[src/rtl/idu_sched_pkg.sv]
// Shared types for the decode-stage scheduler.
// Flush FSM states and register index width.
package idu_sched_pkg;

  localparam int REG_ADDR_W = 5;

  typedef enum logic {
    SCHED_IDLE,
    SCHED_FLUSH
  } sched_state_e;

endpackage

[src/rtl/idu_sched_if.sv]
// Decode/writeback/branch inputs and stall/flush outputs
// between IDU1 decode and the scheduler.
interface idu_sched_if;
  import idu_sched_pkg::*;

  logic                  dec_valid;
  logic                  dec_rs1;
  logic [REG_ADDR_W-1:0] dec_rs1_addr;
  logic                  dec_rs2;
  logic [REG_ADDR_W-1:0] dec_rs2_addr;
  logic                  dec_rd;
  logic [REG_ADDR_W-1:0] dec_rd_addr;
  logic                  dec_load;
  logic                  dec_div;
  logic                  wb_valid;
  logic [REG_ADDR_W-1:0] wb_rd_addr;
  logic                  mispredict;
  logic                  pipe_stall;
  logic                  pipe_flush;
  logic                  div_busy;

  modport master (
    output dec_valid, dec_rs1, dec_rs1_addr,
    output dec_rs2, dec_rs2_addr,
    output dec_rd, dec_rd_addr,
    output dec_load, dec_div,
    output wb_valid, wb_rd_addr, mispredict,
    input  pipe_stall, pipe_flush, div_busy
  );

  modport slave (
    input  dec_valid, dec_rs1, dec_rs1_addr,
    input  dec_rs2, dec_rs2_addr,
    input  dec_rd, dec_rd_addr,
    input  dec_load, dec_div,
    input  wb_valid, wb_rd_addr, mispredict,
    output pipe_stall, pipe_flush, div_busy
  );

endinterface

[src/rtl/idu_scoreboard.sv]
// Pending-writeback scoreboard for long-latency results.
// Writeback in the same cycle releases the hazard.
module idu_scoreboard
  import idu_sched_pkg::*;
#(
  parameter int NUM_REGS = 32
) (
  input  logic                  clk,
  input  logic                  rst_n,
  input  logic                  set_en,
  input  logic [REG_ADDR_W-1:0] set_addr,
  input  logic                  wb_valid,
  input  logic [REG_ADDR_W-1:0] wb_addr,
  input  logic                  rs1_en,
  input  logic [REG_ADDR_W-1:0] rs1_addr,
  input  logic                  rs2_en,
  input  logic [REG_ADDR_W-1:0] rs2_addr,
  input  logic                  rd_en,
  input  logic [REG_ADDR_W-1:0] rd_addr,
  output logic                  hazard
);

  logic [NUM_REGS-1:0] pending;
  logic [NUM_REGS-1:0] clr;
  logic [NUM_REGS-1:0] set;
  logic [NUM_REGS-1:0] eff;
  logic [NUM_REGS-1:0] nxt;

  // set/clear masks, bypassed view and hazard lookup
  always_comb begin
    clr = '0;
    set = '0;
    if (wb_valid) clr[wb_addr] = 1'b1;
    if (set_en && set_addr != '0) set[set_addr] = 1'b1;
    eff = pending & ~clr;
    nxt = eff | set;
    nxt[0] = 1'b0;
    hazard = (rs1_en && rs1_addr != '0 && eff[rs1_addr])
          || (rs2_en && rs2_addr != '0 && eff[rs2_addr])
          || (rd_en  && rd_addr  != '0 && eff[rd_addr]);
  end

  // pending vector; a set beats a same-index clear
  always_ff @(posedge clk or negedge rst_n) begin
    if (!rst_n) pending <= '0;
    else        pending <= nxt;
  end

endmodule

[src/rtl/idu_sched.sv]
// Decode-stage scheduler: RAW/WAW and divider stalls,
// multi-cycle flush after a branch mispredict.
module idu_sched
  import idu_sched_pkg::*;
#(
  parameter int NUM_REGS     = 32,
  parameter int DIV_LAT      = 34,
  parameter int FLUSH_CYCLES = 2
) (
  input logic        clk,
  input logic        rst_n,
  idu_sched_if.slave bus
);

  localparam int DIV_W = $clog2(DIV_LAT);
  localparam int FLS_W = $clog2(FLUSH_CYCLES + 1);
  localparam logic [DIV_W-1:0] DIV_LOAD = DIV_W'(DIV_LAT - 1);
  localparam logic [FLS_W-1:0] FLS_LOAD = FLS_W'(FLUSH_CYCLES - 1);
  localparam logic [FLS_W-1:0] FLS_ONE  = FLS_W'(1);

  logic             sb_hazard;
  logic             hazard;
  logic             stall;
  logic             flush;
  logic             issue;
  logic             busy;
  logic [DIV_W-1:0] div_cnt;
  sched_state_e     state_q, state_d;
  logic [FLS_W-1:0] cnt_q, cnt_d;

  idu_scoreboard #(.NUM_REGS(NUM_REGS)) u_sb (
    .clk      (clk),
    .rst_n    (rst_n),
    .set_en   (issue & bus.dec_rd & (bus.dec_load | bus.dec_div)),
    .set_addr (bus.dec_rd_addr),
    .wb_valid (bus.wb_valid),
    .wb_addr  (bus.wb_rd_addr),
    .rs1_en   (bus.dec_rs1),
    .rs1_addr (bus.dec_rs1_addr),
    .rs2_en   (bus.dec_rs2),
    .rs2_addr (bus.dec_rs2_addr),
    .rd_en    (bus.dec_rd),
    .rd_addr  (bus.dec_rd_addr),
    .hazard   (sb_hazard)
  );

  // flush overrides stall; issue only when neither holds
  always_comb begin
    busy   = div_cnt != '0;
    hazard = sb_hazard | (bus.dec_div & busy);
    flush  = bus.mispredict | (state_q == SCHED_FLUSH);
    stall  = bus.dec_valid & hazard & ~flush;
    issue  = bus.dec_valid & ~stall & ~flush;
  end

  assign bus.pipe_stall = stall;
  assign bus.pipe_flush = flush;
  assign bus.div_busy   = busy;

  // divider occupancy countdown from issue
  always_ff @(posedge clk or negedge rst_n) begin
    if (!rst_n)                 div_cnt <= '0;
    else if (issue && bus.dec_div) div_cnt <= DIV_LOAD;
    else if (div_cnt != '0)     div_cnt <= div_cnt - 1'b1;
  end

  // cnt_q holds FLUSH-state cycles still owed, this one included
  always_comb begin
    state_d = state_q;
    cnt_d   = cnt_q;
    unique case (state_q)
      SCHED_IDLE: begin
        if (bus.mispredict && FLUSH_CYCLES > 1) begin
          state_d = SCHED_FLUSH;
          cnt_d   = FLS_LOAD;
        end
      end
      SCHED_FLUSH: begin
        if (bus.mispredict) begin
          cnt_d = FLS_LOAD;
        end else if (cnt_q <= FLS_ONE) begin
          state_d = SCHED_IDLE;
          cnt_d   = '0;
        end else begin
          cnt_d = cnt_q - 1'b1;
        end
      end
      default: begin
        state_d = SCHED_IDLE;
        cnt_d   = '0;
      end
    endcase
  end

  // flush FSM state register
  always_ff @(posedge clk or negedge rst_n) begin
    if (!rst_n) begin
      state_q <= SCHED_IDLE;
      cnt_q   <= '0;
    end else begin
      state_q <= state_d;
      cnt_q   <= cnt_d;
    end
  end

endmodule
[src/flat_wrapper.sv]
// flat-port wrapper written by rule: the top's interface ports become plain ports
module idu_sched_flat import idu_sched_pkg::*;
#(
  parameter int NUM_REGS     = 32,
  parameter int DIV_LAT      = 34,
  parameter int FLUSH_CYCLES = 2
)
  (clk, rst_n, bus_dec_valid, bus_dec_rs1, bus_dec_rs1_addr, bus_dec_rs2, bus_dec_rs2_addr, bus_dec_rd, bus_dec_rd_addr, bus_dec_load, bus_dec_div, bus_wb_valid, bus_wb_rd_addr, bus_mispredict, bus_pipe_stall, bus_pipe_flush, bus_div_busy);
  idu_sched_if bus_i ();
  input logic clk;
  input logic rst_n;
  input wire logic [$bits(bus_i.dec_valid)-1:0] bus_dec_valid;
  input wire logic [$bits(bus_i.dec_rs1)-1:0] bus_dec_rs1;
  input wire logic [$bits(bus_i.dec_rs1_addr)-1:0] bus_dec_rs1_addr;
  input wire logic [$bits(bus_i.dec_rs2)-1:0] bus_dec_rs2;
  input wire logic [$bits(bus_i.dec_rs2_addr)-1:0] bus_dec_rs2_addr;
  input wire logic [$bits(bus_i.dec_rd)-1:0] bus_dec_rd;
  input wire logic [$bits(bus_i.dec_rd_addr)-1:0] bus_dec_rd_addr;
  input wire logic [$bits(bus_i.dec_load)-1:0] bus_dec_load;
  input wire logic [$bits(bus_i.dec_div)-1:0] bus_dec_div;
  input wire logic [$bits(bus_i.wb_valid)-1:0] bus_wb_valid;
  input wire logic [$bits(bus_i.wb_rd_addr)-1:0] bus_wb_rd_addr;
  input wire logic [$bits(bus_i.mispredict)-1:0] bus_mispredict;
  output wire logic [$bits(bus_i.pipe_stall)-1:0] bus_pipe_stall;
  output wire logic [$bits(bus_i.pipe_flush)-1:0] bus_pipe_flush;
  output wire logic [$bits(bus_i.div_busy)-1:0] bus_div_busy;
  assign bus_i.dec_valid = bus_dec_valid;
  assign bus_i.dec_rs1 = bus_dec_rs1;
  assign bus_i.dec_rs1_addr = bus_dec_rs1_addr;
  assign bus_i.dec_rs2 = bus_dec_rs2;
  assign bus_i.dec_rs2_addr = bus_dec_rs2_addr;
  assign bus_i.dec_rd = bus_dec_rd;
  assign bus_i.dec_rd_addr = bus_dec_rd_addr;
  assign bus_i.dec_load = bus_dec_load;
  assign bus_i.dec_div = bus_dec_div;
  assign bus_i.wb_valid = bus_wb_valid;
  assign bus_i.wb_rd_addr = bus_wb_rd_addr;
  assign bus_i.mispredict = bus_mispredict;
  assign bus_pipe_stall = bus_i.pipe_stall;
  assign bus_pipe_flush = bus_i.pipe_flush;
  assign bus_div_busy = bus_i.div_busy;
  idu_sched #(.NUM_REGS(NUM_REGS), .DIV_LAT(DIV_LAT), .FLUSH_CYCLES(FLUSH_CYCLES)) u_core (.clk(clk), .rst_n(rst_n), .bus(bus_i));
endmodule
[config.mk]
export PLATFORM = sky130hd
export DESIGN_NAME = idu_sched_flat
export DESIGN_NICKNAME = d
export VERILOG_FILES = /design/src/rtl/idu_sched_pkg.sv /design/src/rtl/idu_sched_if.sv /design/src/rtl/idu_scoreboard.sv /design/src/rtl/idu_sched.sv /design/src/flat_wrapper.sv
export SDC_FILE = /design/constraint.sdc
export NUM_CORES = 1
export LEC_CHECK = 0
export ABC_AREA = 1
export CAP_MARGIN = 10
export CELL_PAD_IN_SITES_DETAIL_PLACEMENT = 1
export CELL_PAD_IN_SITES_GLOBAL_PLACEMENT = 1
export CORE_MARGIN = 2
export CORE_UTILIZATION = 25
export DETAILED_ROUTE_END_ITERATION = 7
export GPL_ROUTABILITY_DRIVEN = 1
export PLACE_DENSITY_LB_ADDON = 0.1
export SLEW_MARGIN = 20
export SYNTH_ARGS = -nofsm -noshare
export SYNTH_HDL_FRONTEND = slang
export SYNTH_SLANG_ARGS = --single-unit
[constraint.sdc]
create_clock -name clk -period 7.5 [get_ports clk]
set_input_delay 2.25 -clock clk [delete_from_list [all_inputs] [get_ports clk]]
set_output_delay 2.25 -clock clk [all_outputs]
set_load 0.005 [all_outputs]
==> results of run 1 <==
==> worst max-delay path by stage <==
stage | startpoint | endpoint
5_1_grt | bus_wb_rd_addr[2] | bus_pipe_stall
3_5_place_dp | bus_wb_rd_addr[3] | bus_pipe_stall
2_1_floorplan | bus_dec_rs2_addr[2] | bus_pipe_stall
3_3_place_gp | bus_wb_rd_addr[3] | bus_pipe_stall
4_1_cts | bus_wb_rd_addr[3] | bus_pipe_stall
6_report | bus_wb_rd_addr[2] | bus_pipe_stall
==> final cells by class <==
class	count	share of cell area (%)
Clock inverter	3	1.08
Multi-Input combinational cell	426	48.6
Timing Repair Buffer	47	10.9
Sequential cell	40	25.5
Inverter	54	5.17
Clock buffer	5	3.19
Tap cell	172	5.49
==> registers in the layout (all words and copies together), names as in the netlist <==
name,cells
u_core.div_cnt,6
u_core.state_q,1
u_core.cnt_q,2
u_core.u_sb.pending,31
==> power groups by stage <==
| stage | logic (mW) | clock network (mW) | registers (mW) |
|---|---|---|---|
| after floorplan | 0.106 | 0 | 0.254 |
| after global placement | 0.170 | 0 | 0.259 |
| after detailed placement | 0.173 | 0 | 0.258 |
| after CTS | 0.173 | 0.254 | 0.255 |
| after global routing | 0.196 | 0.262 | 0.257 |
| final | 0.169 | 0.247 | 0.255 |
==> per-layer routing <==
| layer | track usage (%) | vias to the layer above |
|---|---|---|
| li1 | - | 1823 |
| met1 | 27.8 | 1705 |
| met2 | 31.6 | 72 |
| met3 | 1.76 | 17 |
| met4 | 6.04 | 0 |
| met5 | 0 | - |
==> synth_stat cells (all sizes together) <==
cell	n	area, um2
a21boi	4	30.0
a21oi	10	50.1
buf	6	37.5
clkbuf	10	37.5
clkinv	1	3.75
dfrtp	40	1000
ha	1	12.5
inv	53	199
nand2	185	694
nand3	97	485
nand4	33	206
nor2	76	303
nor3	2	10.0
o21ai	13	65.1
o21bai	1	7.51
o31ai	2	15.0
xor2	2	17.5
==> per-stage QoR <==
step           utilization (%)  area [um2]  setup WS [ns]
6_report                  31.3        3920          0.264
5_1_grt                   31.3        3920        0.00856
4_1_cts                   31.3        3920          0.186
3_5_place_dp              30.0        3750          0.209
3_3_place_gp              29.9        3750          0.210
2_1_floorplan                -        3180           1.82
==> cell families (layout without fill, tap and decap cells) <==
logic type                 after synthesis  after routing  share of synthesized area (%)
and+or+nand+nor                        393            393                           53.5
DFF                                     40             40                           31.5
xor gates and xnor gates                 2              2                          0.552
adders and majority gates                1              1                          0.394
AOI/OAI and AO/OA                       30             30                           5.28
buffers and inverters                   70            109                           8.75
==> worst max-delay path, delay by kind of cell <==
family,cells,cell delay (ns)
buffers and inverters,4,1.13
and+or+nand+nor,7,0.80
AOI/OAI and AO/OA,3,0.80
==> metrics.txt, run 1 <==
Synth Warn #=0; count of input and output buffers=32; Final Power=around 670 uW; Final Non-Filler Cells=approximately 750; HPWL after DPL=~10000 um; die footprint=roughly 0.014 mm2; area of the mapped netlist=0.00318 mm2; reg2reg start=u_core.div_cnt[0]; CTS buffer count=5; Mapped Cells=536; Max Clk Rate=roughly 140 MHz; peak supply drop=roughly 0.11 mV; share of layout cells above drive strength 1=under 10%; Num Clock Sinks=40; CP Cell Sequence=clkdlybuf4s50_1 > inv_2 > nand3_1 > o21ai_1 > o21ai_0 > nor2_1 > nor2_1 > nand2_1 > nand3_1 > nand3_1 > nand2_1 > o21ai_0 > inv_1 > clkdlybuf4s50_1; CTS HTree Levels=2; most common cell after layout, fill and taps aside=nand2_1; TritonCTS clock tree=yes; Filler cells=roughly 1600; Top Metal Used=met4; vias in the first global route=approximately 3700; sequential power share=between 30 and 40%; CTS Hold Buffers Added=0; Starting Density=about a quarter; first drt pass iteration count=5; initial antenna violation count=0; period utilization=between 90% and 100%; via-per-instance ratio=just under 5; R2R depth=15; antenna violation net count after detailed routing=0; clock power share=between 30% and 40%; All-Layer GR Usage=19.6%; commonest cells after routing, fill and taps aside=185 x nand2_1, 97 x nand3_1, 69 x nor2_1, 48 x inv_1, 40 x dfrtp_1; reg-to-reg endpoint=u_core.u_sb.pending[1]; Crit path largest cell delay=0.50 ns; Diodes inserted=0; syn_nets=around 570; internal power=456 uW; drt drc=0; DRT iter0 DRCs=between 200 and 250; number of gates resized after cts=0; Root Driver=clkbuf_16; pwr dens=171 mW/mm2; worst-path fanout max=6; M1 WL=about 6500 um; CTS max path bufs=2; # setup viols final=0; Unique masters post-synth=23; Met3 Wirelength=about 370 um; Post-CTS Setup Bufs=0; crit end category=output port; Slew Limit Headroom=approximately 39%; HP Start=u_core.cnt_q[0]; Hold Slack=~0.5 ns; largest net degree at the start of global routing=41; Setup crit start kind=primary input; hold depth=1; power share of the combinational group=roughly a quarter; Hold Vio Cnt, Final=0; P_sw=about 220 uW; status=finished clean; CP Class=primary input to output port; clock slew at reported path FFs=~0.060 ns; first-pass GRT wire length=20200 um; die width=about 120 um; worst-margin pin slew=roughly 0.9 ns; RSZ-0062 raised after global routing=no; Static Leak=a little under 2 nW; Sequential Area=0.00100 mm2; drt total wl=about 13000 um; Die Ht=~120 um; worst-case clock skew=between 0.007 and 0.008 ns; MaxCap Viol Count=0; reg2reg setup slack=~5 ns; Final min period=between 7 and 8 ns; final setup TNS=0 ns; hold endpoint=u_core.cnt_q[0]; RePlAce Congestion=0.852; Area Overhead vs Synth=23.5%; clock latency on the worst-skew pair=just under 0.3 ns; Final nets=about 600; DR vias=around 3600; most used cell, CP=nand3_1; Critical-path top delay cell=o21ai_1; post-DR wirelength/cell=approximately 17 um; CP required=approximately 5.3 ns; Mean Syn Cell Area=roughly 6 um2; max-slew violations=0; WP data arrival=4.99 ns; sw frac=between 30% and 40%; worst hold path type=flop to flop; Overflow after GRT=0; area of the multi-input gates=~0.0019 mm2; cell count after placement=between 700 and 800; num rows=41; num ports=33; core outline area=approximately 0.013 mm2; wire length on met2=~5600 um; Synth Register Bits=40; Seq/Total Area, Yosys=31.5%
(Power assumes the default switching activity.)
==> run 2: changes to the inputs <==
--- a/config.mk
+++ b/config.mk
@@ -10,7 +10,8 @@
 export CELL_PAD_IN_SITES_DETAIL_PLACEMENT = 1
 export CELL_PAD_IN_SITES_GLOBAL_PLACEMENT = 1
 export CORE_MARGIN = 2
-export CORE_UTILIZATION = 25
+export CORE_UTILIZATION = 40
+export CTS_CLUSTER_SIZE = 30
 export DETAILED_ROUTE_END_ITERATION = 7
 export GPL_ROUTABILITY_DRIVEN = 1
 export PLACE_DENSITY_LB_ADDON = 0.1
==> run 2 against run 1 <==
Register-to-register slack got worse by 0.14 ns; clock power fell by 28%; total power fell by 11%; maximum frequency fell by 0.42%; hold slack got worse by 0.0048 ns; final cell count fell by 9.9%; via count rose by 4.2%; flip-flop and latch count did not move; non-clock buffer count fell by 4; critical path type unchanged; largest power group unchanged; highest routed layer unchanged.
==> metrics.txt, run 2 (synthesis results as in run 1) <==
critical path's top delay family=buffers and inverters; via-per-instance ratio=5.60 (+16%); initial antenna violation count=0 (unchanged); clock slew at reported path FFs=0.08 ns (+0.02 ns); max-slew violations=0 (unchanged); first-pass GRT wire length=19200 um (-5.1%); Max Clk Rate=138 MHz (-0.42%); area of the multi-input gates=0.00190 mm2 (-0.39%); flip-flop count of the largest register, all copies and words added=31 (unchanged); core outline area=0.00773 mm2 (-38%); DRT iter0 DRCs=173 (-21%); Final min period=7.27 ns (+0.0307 ns); commonest cells after routing, fill and taps aside=185 x nand2_1, 97 x nand3_1, 70 x nor2_1, 48 x inv_1, 40 x dfrtp_1; drt total wl=11600 um (-8.4%); pwr dens=160 mW/mm2 (-6.3%); Sequential Area=0.00100 mm2 (unchanged); Crit path largest cell delay=0.57 ns (+0.07 ns); CP Cell Sequence=clkdlybuf4s50_1 > inv_2 > nand2_1 > nor2_2 > a21boi_1 > nand2_1 > nand3_1 > nand2_1 > nand2_1 > nand2_1 > nand2_1 > inv_1 > a21oi_1 > o21ai_0 > inv_1 > clkdlybuf4s50_1; worst-path fanout max=5 (-1); clock latency on the worst-skew pair=0.30 ns (about the same); RSZ-0062 raised after global routing=no; antenna violation net count after detailed routing=0 (unchanged); CP required=5.25 ns (about the same); Overflow after GRT=0 (unchanged); wire length on met2=5260 um (-5.4%); die width=93.1 um (-20%); vias in the first global route=3814 (+2.4%); post-DR wirelength/cell=17.2 um (+1.6%); largest reg by FF count=u_core.u_sb.pending; status=finished clean; Root Driver=clkbuf_8; Hold Slack=0.486 ns (-0.00482 ns); worst-case clock skew=0.00862 ns (+0.000773 ns); M1 WL=5460 um (-15%); count of input and output buffers=32 (unchanged); share of layout cells above drive strength 1=5.43% (-0.83 points); RePlAce Congestion=0.886 (+4.0%); peak supply drop=0.120 mV (+7.7%); die footprint=0.00867 mm2 (-36%); CP Class=primary input to output port; first drt pass iteration count=4 (-1); CP Buf/Inv Count=5 (+1); drt drc=0 (unchanged); period utilization=96.9% (+0.41 points); Die Ht=93.1 um (-20%); TritonCTS clock tree=yes; HPWL after DPL=9100 um (-8.7%); Starting Density=41.1% (+16 points); Setup crit start kind=primary input; Post-CTS Setup Bufs=0 (unchanged); CTS max path bufs=2 (unchanged); CTS buffer count=5 (unchanged); Critical-path top delay cell=clkdlybuf4s50_1; Top Metal Used=met4; worst-margin pin slew=0.887 ns (-0.0343 ns); Top Registers=u_core.u_sb.pending: 31 flops, u_core.div_cnt: 6 flops, u_core.cnt_q: 2 flops; most used cell, CP=nand2_1; num rows=32 (-22%); All-Layer GR Usage=28.1% (+8.5 points); MaxCap Viol Count=0 (unchanged); worst hold path type=flop to flop; Final nets=601 (-0.66%); crit end category=output port; Static Leak=1.91 nW (-2.3%); reg2reg setup slack=4.89 ns (-0.14 ns); final setup TNS=0 ns (unchanged); largest net degree at the start of global routing=41 (unchanged); Met3 Wirelength=530 um (+43%); Hold Vio Cnt, Final=0 (unchanged); Num Clock Sinks=40 (unchanged); Filler cells=1081 (-34%); # setup viols final=0 (unchanged); num ports=33 (unchanged); most common cell after layout, fill and taps aside=nand2_1; WP data arrival=5.02 ns (+0.03 ns); Area Overhead vs Synth=17.8%; DR vias=3770 (+4.2%); Diodes inserted=0 (unchanged); Slew Limit Headroom=40.9% (+2.3 points); CTS HTree Levels=2 (unchanged)
run 2: changes by cell type in the layout (fill, tap and decap cells not counted):
cell / change
clkbuf_8: +5
nor2_1: +1
clkbuf_16: -5
buf_4: -4
nor2_4: -1
run 2: stage by stage:
step | total power [mW] | instance area, um2 | std cells | worst slack [ns] | util (%)
finish | 0.600 | 3740 | 673 | 0.233 | 48.4
global route | 0.636 | 3740 | 673 | 0.0354 | 48.4
CTS | 0.603 | 3740 | 673 | 0.149 | 48.4
detailed placement | 0.426 | 3630 | 665 | 0.172 | 47.0
global placement | 0.418 | 3630 | 665 | 0.232 | 47.0
floorplan | 0.360 | 3180 | 536 | 1.82 | -
run 2: area by class of cell:
cell class / instances / share of cell area (%)
Clock inverter: 3 / 1.14
Tap cell: 102 / 3.41
Clock buffer: 5 / 1.84
Multi-Input combinational cell: 426 / 50.8
Timing Repair Buffer: 43 / 10.6
Sequential cell: 40 / 26.8
Inverter: 54 / 5.42
run 2: repair_timing:
| item | CTS | global route |
|---|---|---|
| hold buffers | 0 | 0 |
| resized for setup | 0 | 1 |
| setup endpoints to repair | 0 | 1 |
run 2: path summary, 6_finish.rpt:
path                                   start                 endpoint  depth (start not counted)
max                        bus_wb_rd_addr[3]           bus_pipe_stall                         16
min                          u_core.cnt_q[0]          u_core.cnt_q[0]                          1
max reg2reg                u_core.div_cnt[0]  u_core.u_sb.pending[31]                         15
min reg2reg                  u_core.cnt_q[0]          u_core.cnt_q[0]                          1
max in group asynchronous              rst_n  u_core.u_sb.pending[25]                          1
min in group asynchronous              rst_n           u_core.state_q                          1
run 2: report_power, final:
part	leakage, nW	total [mW]	internal [mW]	switching, mW
sequential	0.539	0.256	0.237	0.0190
clock	0.0541	0.177	0.0984	0.0786
combinational	1.32	0.167	0.0614	0.106
total	1.91	0.600	0.397	0.203
run 2: worst register-to-register path: cells and delay by family, from the launching register on:
kind                       cells  cell delay [ns]
and+or+nand+nor                9             1.26
buffers and inverters          5             0.67
DFF                            1             0.41
adders and majority gates      1             0.20
run 2: layer usage:
metal  vias to the layer above  GRT usage (%)
li1                       1817              -
met2                       121           46.7
met5                         -              0
met3                        28           2.26
met1                      1804           38.3
met4                         0           10.2
